### src/rtl/state_executor.sv
// state_executor
//
// Datapath responder for the fluxcore control unit. The controller hands
// over one decoded state code per handshake. This block executes it against
// the architectural state: PC, IR, MAR, four 8-bit GPRs, and the C/Z flags.
// It also drives the byte-wide memory bus, which may insert wait states.
//
// Ports
//   clk, reset_n      : rising-edge clock, asynchronous active-low reset
//   state/state_valid : state code handshake (ignored while busy or halted)
//   busy              : a memory access is in flight
//   instr, pc, flags  : IR, program counter, {C, Z}
//   halted, mem_err   : sticky halt / access-timeout indicators
//   mem_addr/rd/wr    : bus address (MAR) and registered strobes
//   mem_wdata         : write data (GPR selected by IR[1:0])
//   mem_rdata/ready   : read data and access-complete handshake
//   reg_sel/reg_data  : combinational debug read of a GPR

module state_executor #(
  parameter int unsigned TIMEOUT = 15
) (
  input  logic       clk,
  input  logic       reset_n,
  input  logic [7:0] state,
  input  logic       state_valid,
  output logic       busy,
  output logic [7:0] instr,
  output logic [7:0] pc,
  output logic [1:0] flags,
  output logic       halted,
  output logic       mem_err,
  output logic [7:0] mem_addr,
  output logic       mem_rd,
  output logic       mem_wr,
  output logic [7:0] mem_wdata,
  input  logic [7:0] mem_rdata,
  input  logic       mem_ready,
  input  logic [1:0] reg_sel,
  output logic [7:0] reg_data
);

  // state code encodings shared with the control unit
  localparam logic [7:0] STATE_NEXT       = 8'h00;
  localparam logic [7:0] STATE_FETCH_PC   = 8'h01;
  localparam logic [7:0] STATE_FETCH_INST = 8'h02;
  localparam logic [7:0] STATE_JUMP       = 8'h03;
  localparam logic [7:0] STATE_SET_REG    = 8'h04;
  localparam logic [7:0] STATE_ALU_EXEC   = 8'h05;
  localparam logic [7:0] STATE_ALU_STORE  = 8'h06;
  localparam logic [7:0] STATE_MOV_FETCH  = 8'h07;
  localparam logic [7:0] STATE_MOV_LOAD   = 8'h08;
  localparam logic [7:0] STATE_MOV_STORE  = 8'h09;
  localparam logic [7:0] STATE_HALT       = 8'h0A;

  // FSM encoding: bit 0 is the read strobe and bit 1 the write strobe.
  // This keeps both strobes as glitch-free register outputs.
  localparam logic [1:0] FSM_IDLE    = 2'b00;
  localparam logic [1:0] FSM_RD_WAIT = 2'b01;
  localparam logic [1:0] FSM_WR_WAIT = 2'b10;

  // destination of a pending read
  localparam logic [1:0] DST_IR  = 2'd0;
  localparam logic [1:0] DST_PC  = 2'd1;
  localparam logic [1:0] DST_GPR = 2'd2;
  localparam logic [1:0] DST_MAR = 2'd3;

  localparam logic [8:0] TIMEOUT_CNT = 9'(TIMEOUT);

  logic [1:0] fsm;
  logic [1:0] dst;
  logic [7:0] wait_cnt;
  logic [7:0] pc_q;
  logic [7:0] ir_q;
  logic [7:0] mar_q;
  logic [7:0] gpr [4];
  logic [8:0] tmp;
  logic       flag_c;
  logic       flag_z;
  logic [8:0] alu_res;
  logic       timeout_hit;

  assign busy      = (fsm != FSM_IDLE);
  assign mem_rd    = fsm[0];
  assign mem_wr    = fsm[1];
  assign instr     = ir_q;
  assign pc        = pc_q;
  assign flags     = {flag_c, flag_z};
  assign mem_addr  = mar_q;
  assign mem_wdata = gpr[ir_q[1:0]];
  assign reg_data  = gpr[reg_sel];

  // This counter includes the current wait cycle, so with TIMEOUT=15 the
  // access is abandoned on the 15th edge after acceptance.
  assign timeout_hit = (({1'b0, wait_cnt} + 9'd1) >= TIMEOUT_CNT);

  // ALU result. SUB is A + ~B + 1, so the carry out means "no borrow".
  always_comb begin
    alu_res = 9'd0;
    case (ir_q[5:4])
      2'b00:   alu_res = {1'b0, gpr[ir_q[3:2]]} + {1'b0, gpr[ir_q[1:0]]};
      2'b01:   alu_res = {1'b0, gpr[ir_q[3:2]]} + {1'b0, ~gpr[ir_q[1:0]]} + 9'd1;
      2'b10:   alu_res = {1'b0, gpr[ir_q[3:2]] & gpr[ir_q[1:0]]};
      default: alu_res = {1'b0, gpr[ir_q[3:2]] ^ gpr[ir_q[1:0]]};
    endcase
  end

  // Main sequencer.
  // A state code is accepted only in IDLE. Single-cycle states update
  // architectural state on the accepting edge. Memory states move to a
  // wait state, and that wait state completes on mem_ready or on timeout.
  always_ff @(posedge clk or negedge reset_n) begin
    if (!reset_n) begin
      fsm      <= FSM_IDLE;
      dst      <= DST_IR;
      wait_cnt <= 8'd0;
      pc_q     <= 8'd0;
      ir_q     <= 8'd0;
      mar_q    <= 8'd0;
      for (int i = 0; i < 4; i++) gpr[i] <= 8'd0;
      tmp      <= 9'd0;
      flag_c   <= 1'b0;
      flag_z   <= 1'b0;
      halted   <= 1'b0;
      mem_err  <= 1'b0;
    end else begin
      case (fsm)
        FSM_IDLE: begin
          if (state_valid && !halted) begin
            case (state)
              STATE_FETCH_PC, STATE_MOV_FETCH: begin
                mar_q <= pc_q;
                pc_q  <= pc_q + 8'd1;
              end
              STATE_FETCH_INST: begin
                fsm      <= FSM_RD_WAIT;
                dst      <= DST_IR;
                wait_cnt <= 8'd0;
              end
              STATE_JUMP: begin
                fsm      <= FSM_RD_WAIT;
                dst      <= DST_PC;
                wait_cnt <= 8'd0;
              end
              STATE_SET_REG: begin
                fsm      <= FSM_RD_WAIT;
                dst      <= DST_GPR;
                wait_cnt <= 8'd0;
              end
              STATE_MOV_LOAD: begin
                fsm      <= FSM_RD_WAIT;
                dst      <= DST_MAR;
                wait_cnt <= 8'd0;
              end
              STATE_MOV_STORE: begin
                fsm      <= FSM_WR_WAIT;
                wait_cnt <= 8'd0;
              end
              STATE_ALU_EXEC: begin
                tmp <= alu_res;
              end
              STATE_ALU_STORE: begin
                gpr[ir_q[3:2]] <= tmp[7:0];
                flag_z         <= (tmp[7:0] == 8'd0);
                flag_c         <= tmp[8];
              end
              STATE_HALT: begin
                halted <= 1'b1;
              end
              STATE_NEXT: begin
              end
              default: begin
              end
            endcase
          end
        end
        FSM_RD_WAIT, FSM_WR_WAIT: begin
          if (mem_ready) begin
            fsm <= FSM_IDLE;
            if (fsm == FSM_RD_WAIT) begin
              case (dst)
                DST_IR:  ir_q           <= mem_rdata;
                DST_PC:  pc_q           <= mem_rdata;
                DST_GPR: gpr[ir_q[1:0]] <= mem_rdata;
                default: mar_q          <= mem_rdata;
              endcase
            end
          end else if (timeout_hit) begin
            fsm     <= FSM_IDLE;
            mem_err <= 1'b1;
          end else begin
            wait_cnt <= wait_cnt + 8'd1;
          end
        end
        default: fsm <= FSM_IDLE;
      endcase
    end
  end

endmodule

### config.mk
export PLATFORM = sky130hd
export DESIGN_NAME = state_executor
export DESIGN_NICKNAME = d
export VERILOG_FILES = /design/src/rtl/state_executor.sv
export SDC_FILE = /design/constraint.sdc
export NUM_CORES = 1
export LEC_CHECK = 0
export CAP_MARGIN = 20
export CORE_MARGIN = 2
export CORE_UTILIZATION = 40
export DETAILED_ROUTE_END_ITERATION = 8
export GPL_ROUTABILITY_DRIVEN = 0
export SETUP_SLACK_MARGIN = 0.5
export SLEW_MARGIN = 20
export SYNTH_ARGS = -nofsm -noshare
export SYNTH_HDL_FRONTEND = slang
export SYNTH_SLANG_ARGS = --single-unit
### constraint.sdc
create_clock -name clk -period 3.45 [get_ports clk]
set_clock_uncertainty 0.1 [all_clocks]
set_input_delay 0.5175 -clock clk [delete_from_list [all_inputs] [get_ports clk]]
set_output_delay 0.5175 -clock clk [all_outputs]
set_load 0.005 [all_outputs]
== After elaboration in Yosys (flattened, before gate mapping) ==
Cells that the tools add are included.

* Order comparisons: 6
* Bitwise gates (word level): 7
* Reductions and logical operators: 27
* Equality and inequality tests: 29
* $add $sub $neg: 6
* Mux-type cells: 45

{| class="wikitable"
|+ Operators by type and width
! kind !! count
|-
| $mux W8 || 22
|-
| $mux W32 || 5
|-
| $bwmux W32 || 2
|-
| $pmux W32 S2 || 1
|-
| $bmux W8 S2 || 3
|-
| $pmux W8 S2 || 3
|-
| $demux W8 S2 || 2
|-
| $eq A8 B3 Y1 const B || 4
|-
| $pmux W9 S3 || 1
|-
| $eq A8 B4 Y1 const B || 3
|-
| $add A8 B8 Y9 || 2
|-
| $reduce_and A3 Y1 || 6
|-
| $reduce_and A6 Y1 || 3
|-
| $add A8 B1 Y8 const B || 2
|-
| $eq A8 B2 Y1 const B || 2
|-
| $ne A2 B2 Y1 const B || 7
|-
| $add A8 B1 Y9 const B || 1
|-
| $add A9 B1 Y9 const B || 1
|-
| $ge A3 B3 Y1 const B || 3
|-
| $ge A9 B4 Y1 const B || 1
|-
| $not A2 Y3 || 3
|-
| $and A8 B8 Y8 || 1
|-
| $eq A8 B1 Y1 const B || 1
|-
| $logic_not A8 Y1 || 1
|-
| other kinds (23) || 40
|}

* Bits in registers: 81

== Longest topological paths before layout ==
* Depth in word-level cells: 10
* Depth in mapped cells: 11
* Depth with buffers taken out: 10

== Worst setup path before layout ==
No wires, ideal clock.

* Kind: register to register
* Start point: register ir_q[0], in the netlist instr[0]
* End point: register tmp[7]
* Cell stages (with the launch flop): 11
* Path slack: 0.221 ns
* Period minus slack after synthesis: 3.229 ns
* Path buffers: 1
* Library setup time: 0.125 ns
* Arrival: 3.004 ns
* Cell sequence: dfrtp_1 buf_1 mux4_2 inv_1 ha_1 nand2b_1 a221oi_1 o41a_1 mux2_2 a21oi_1 a21oi_1

* Longest elaborated chain between the ends: 8

{| class="wikitable"
|+ Ends and longest elaborated chain
! element !! RTL line !! text
|-
| start: declaration || 73 || <nowiki>logic [7:0] ir_q;</nowiki>
|-
| start signal: assignment || 181 || <nowiki>DST_IR: ir_q <= mem_rdata;</nowiki>
|-
| $not A2 Y3 (*) || n/a ||
|-
| $bmux W8 S2 (*) || n/a ||
|-
| $mux W8 (*) (2 in series) || n/a ||
|-
| named net mem_wdata[1] || 35 || <nowiki>output logic [7:0] mem_wdata,</nowiki>
|-
| $not A8 Y8 || 101 || <nowiki>2'b01: alu_res = {1'b0, gpr[ir_q[3:2]]} + {1'b0, ~gpr[ir_q[1:0]]} + 9'd1;</nowiki>
|-
| $add A8 B8 Y9 || 101 ||
|-
| $add A9 B1 Y9 || 101 ||
|-
| $pmux W9 S3 (*) || 99 || <nowiki>case (ir_q[5:4])</nowiki>
|-
| end signal: assignment || 159 || <nowiki>tmp <= alu_res;</nowiki>
|-
| end: declaration || 76 || <nowiki>logic [8:0] tmp;</nowiki>
|}

The timed path passes the listed nets; every way through them passes the cells marked *. The select of a mux whose other input is x is not followed.
A chain may end at the register's enable or synchronous reset.

== Final worst setup path ==
* Start point: register ir_q[0], in the netlist instr[0]
* End point: register tmp[7]

* Longest elaborated chain between the ends: 8

{| class="wikitable"
|+ Ends and longest elaborated chain
! element !! RTL line
|-
| $not A2 Y3 (implied by the code) (*) || n/a
|-
| $bmux W8 S2 (*) || n/a
|-
| $mux W8 (implied by the code) (*) (2 in series) || n/a
|-
| $not A8 Y8 || 101
|-
| $add A8 B8 Y9 || 101
|-
| $add A9 B1 Y9 || 101
|-
| $pmux W9 S3 (*) || 99
|}

Every way passes the cells marked *; elsewhere a longest branch is shown, timed or not. The select of a mux whose other input is x is not followed.

==> flow_summary.json <==
{
  "status": "complete, no violations",
  "syn_area_per_cell_um2": 9.78,
  "ant_nets": 0,
  "clockRootBuffer": "clkbuf_16",
  "synth-xor-area-share_pct": 0.780,
  "num_io_pins": 69,
  "max_slew_margin_pct": 41.1,
  "drv_cap": 0,
  "internal_power_w": 0.00252,
  "cts_max_path_buffers": 2,
  "busiest_layer": "met2",
  "use_met2_pct": 34.8,
  "synth_simple_gate_area_share_pct": 16.4,
  "final_common_cell": "dfrtp_1",
  "critPathMaxStageDelay_ns": 0.57,
  "syn_to_final_growth_pct": 22.5,
  "synth-compound-area-share_pct": 17.5,
  "required_ns": 3.58,
  "setup_viol": 0,
  "finalHoldViolations": 0,
  "worstSetupEndpointType": "flop",
  "synthesis.area_um2": 5610,
  "p_leak_nw": 2.86,
  "use_met3_pct": 4.04,
  "wl_per_cell_um": 19.2,
  "antenna_found_initial": 0,
  "seq_power_share_pct": 29.3,
  "grt_pass1_vias": 4713,
  "worstReg2RegStart": "instr[0]$_DFFE_PN0P_",
  "hp-class": "input port to async pin",
  "clk_latency_ns": 0.34,
  "cts.sinks": 81,
  "grt.total_usage_pct": 21.7,
  "synth_nets": 620,
  "start_util_pct": 40.7,
  "vias_per_cell": 5.95,
  "power.density_nw_per_um2": 578,
  "synth_adder_area_share_pct": 5.62,
  "clk_pin_slew_ns": 0.07,
  "total_power_w": 0.00397,
  "crit_slowest_cell": "mux4_2",
  "switchingPower_w": 0.00145,
  "switching_share_pct": 36.6,
  "min_period_ns": 2.95,
  "synth_seq_cells": 81,
  "rsz0062_at_grt": "true",
  "num-nets-final": 678,
  "netlist_instances": 574,
  "async_flop_share_pct": 100,
  "overflow": 0,
  "synth-seq-area-share_pct": 36.1,
  "cts_buffers": 9,
  "die_w_um": 122,
  "fin_hold_ws_ns": 0.116,
  "vdd_drop_max_v": 0.000250,
  "p_comb_share_pct": 45.8,
  "grt_max_degree": 82,
  "slew_viol_final": 0,
  "critPathKind": "flop to flop",
  "drc": 0,
  "port_buffers": 68,
  "synthFlopType": "dfrtp_1",
  "coreArea_um2": 13800,
  "yosysWarningCount": 0,
  "clockPowerShare_pct": 24.9,
  "worstSetupStartpoint": "instr[0]$_DFFE_PN0P_",
  "crit_top_cell": "a21oi_1",
  "dieArea_um2": 15000,
  "clock.fmax_ghz": 0.339,
  "fillers": 1309,
  "grt_pass1_wl_mm": 25.1,
  "dpl.hpwl_mm": 11.4,
  "cts_max_level": 3,
  "critical_path.max_fanout": 12,
  "final_cell_mix": "dfrtp_1, clkdlybuf4s50_1, nand2_1",
  "antenna_cells": 0,
  "post_route_cells_drive_above_1_share_pct": 19.9,
  "dieHeight_um": 122,
  "grt_util_met1_pct": 30.5,
  "arrival_ns": 3.08,
  "muxShareOfSynthArea_pct": 19.2,
  "drt-pass1-iter-count": 5,
  "worst_pin_slew_ns": 0.883,
  "synth_edf_count": 0,
  "setup_tns_ns": 0,
  "synth_top_family_by_area": "multiplexers",
  "vias": 4864,
  "wirelength_mm": 15.7,
  "start_kind": "flop",
  "cts_tree": "yes",
  "fp-row-count": 43,
  "drtIter0Drc": 316,
  "path_buf_inv": 2,
  "crit_chain": "buf_8 > mux4_2 > inv_1 > ha_1 > nor2b_1 > a21oi_1 > o41a_1 > mux2_2 > a21oi_1 > a21oi_1",
  "critPathTopFamily": "multiplexers",
  "min_period_over_period_pct": 85.4,
  "yosys.cell_types.count": 66
}
## registers in the layout, indices dropped and copies added, names as in the netlist
| name | cells |
|---|---|
| dst | 2 |
| flag_c | 1 |
| flag_z | 1 |
| fsm | 2 |
| gpr | 32 |
| halted | 1 |
| instr | 8 |
| mem_addr | 8 |
| mem_err | 1 |
| pc | 8 |
| tmp | 9 |
| wait_cnt | 8 |
## worst register-to-register path, cell delays in order (launching register included)
cell and delay [ns]:
dfrtp_2 0.46, buf_8 0.19, mux4_2 0.58, inv_1 0.09, ha_1 0.32, nor2b_1 0.18
a21oi_1 0.15, o41a_1 0.20, mux2_2 0.34, a21oi_1 0.15, a21oi_1 0.08
## metrics by stage
| step | util [%] | setup WS, ns | cell area (µm²) | std cells |
|---|---|---|---|---|
| 6_report | 49.9 | 0.503 | 6880 | 817 |
| 5_1_grt | 49.9 | 0.409 | 6880 | 817 |
| 4_1_cts | 49.3 | 0.480 | 6790 | 813 |
| 3_5_place_dp | 46.8 | 0.202 | 6450 | 795 |
| 3_3_place_gp | 46.8 | 0.256 | 6450 | 795 |
| 2_1_floorplan | - | 0.531 | 5620 | 574 |
## layer usage
layer,routed length (µm),share of wire [%],up-vias
met5,0,0,-
met4,215,1.4,0
met3,772,4.9,15
met2,7490,48,138
met1,7210,46,2439
li1,-,-,2272
## kinds of logic after synthesis
family                     Yosys count
xor gates and xnor gates             5
adders and majority gates           24
buffers and inverters               64
DFF                                 81
AOI/OAI and AO/OA                  147
and+or+nand+nor                    182
muxes                               71
## cell type report
class | count | area (µm²) | area share, %
inverter | 24 | 90.1 | 1.31
tap | 180 | 225 | 3.28
multi-input combinational | 429 | 3400 | 49.4
sequential | 81 | 2030 | 29.5
timing repair buffer | 87 | 832 | 12.1
clock buffer | 9 | 225 | 3.28
clock inverter | 7 | 76.3 | 1.11
## path summary, 6_finish.rpt
kind | to | slack (ns) | depth (start not counted)
worst max-delay path | tmp[7]$_DFFE_PN0P_ | 0.50 | 10
worst min-delay path | mem_addr[2]$_DFFE_PN0P_ | 0.12 | 1
worst max register to register | tmp[7]$_DFFE_PN0P_ | 0.50 | 10
worst min register to register | mem_err$_DFFE_PN0P_ | 0.37 | 2
max in group asynchronous | instr[2]$_DFFE_PN0P_ | 2.58 | 1
min in group clk | mem_err$_DFFE_PN0P_ | 0.37 | 2
## power by group through the flow
stage / clock network, W / logic (W) / registers (W)
floorplan: 0 / 0.00110 / 0.00115
global placement: 0 / 0.00160 / 0.00118
detailed placement: 0 / 0.00164 / 0.00118
CTS: 0.00101 / 0.00167 / 0.00116
global route: 0.00105 / 0.00200 / 0.00118
finish: 0.000989 / 0.00182 / 0.00116
## cells in the mapped netlist (9+ instances only)
cell / count / area share, %
dfrtp_1: 81 / 36
nand2_1: 57 / 3.8
mux2_2: 39 / 7.8
nor2_1: 38 / 2.5
o22ai_1: 34 / 3.8
o21ai_0: 28 / 2.5
a21oi_1: 25 / 2.2
mux4_2: 25 / 10
clkbuf_1: 24 / 1.6
inv_1: 24 / 1.6
ha_1: 22 / 4.9
nand2b_1: 13 / 1.4
a31oi_1: 12 / 1.3
buf_1: 12 / 0.80
nand3_1: 11 / 0.98
nor2b_1: 11 / 1.2
nor3_1: 9 / 0.80
## what timing repair did
item / 4_1_cts / 5_1_grt
resized for setup: 7 / 17
buffers inserted: 2 / 4
endpoints found under the setup margin: 5 / 10
pin swaps: 1 / 5
hold buffers: 0 / 0
No activity file was read; power rests on OpenSTA's default activity.
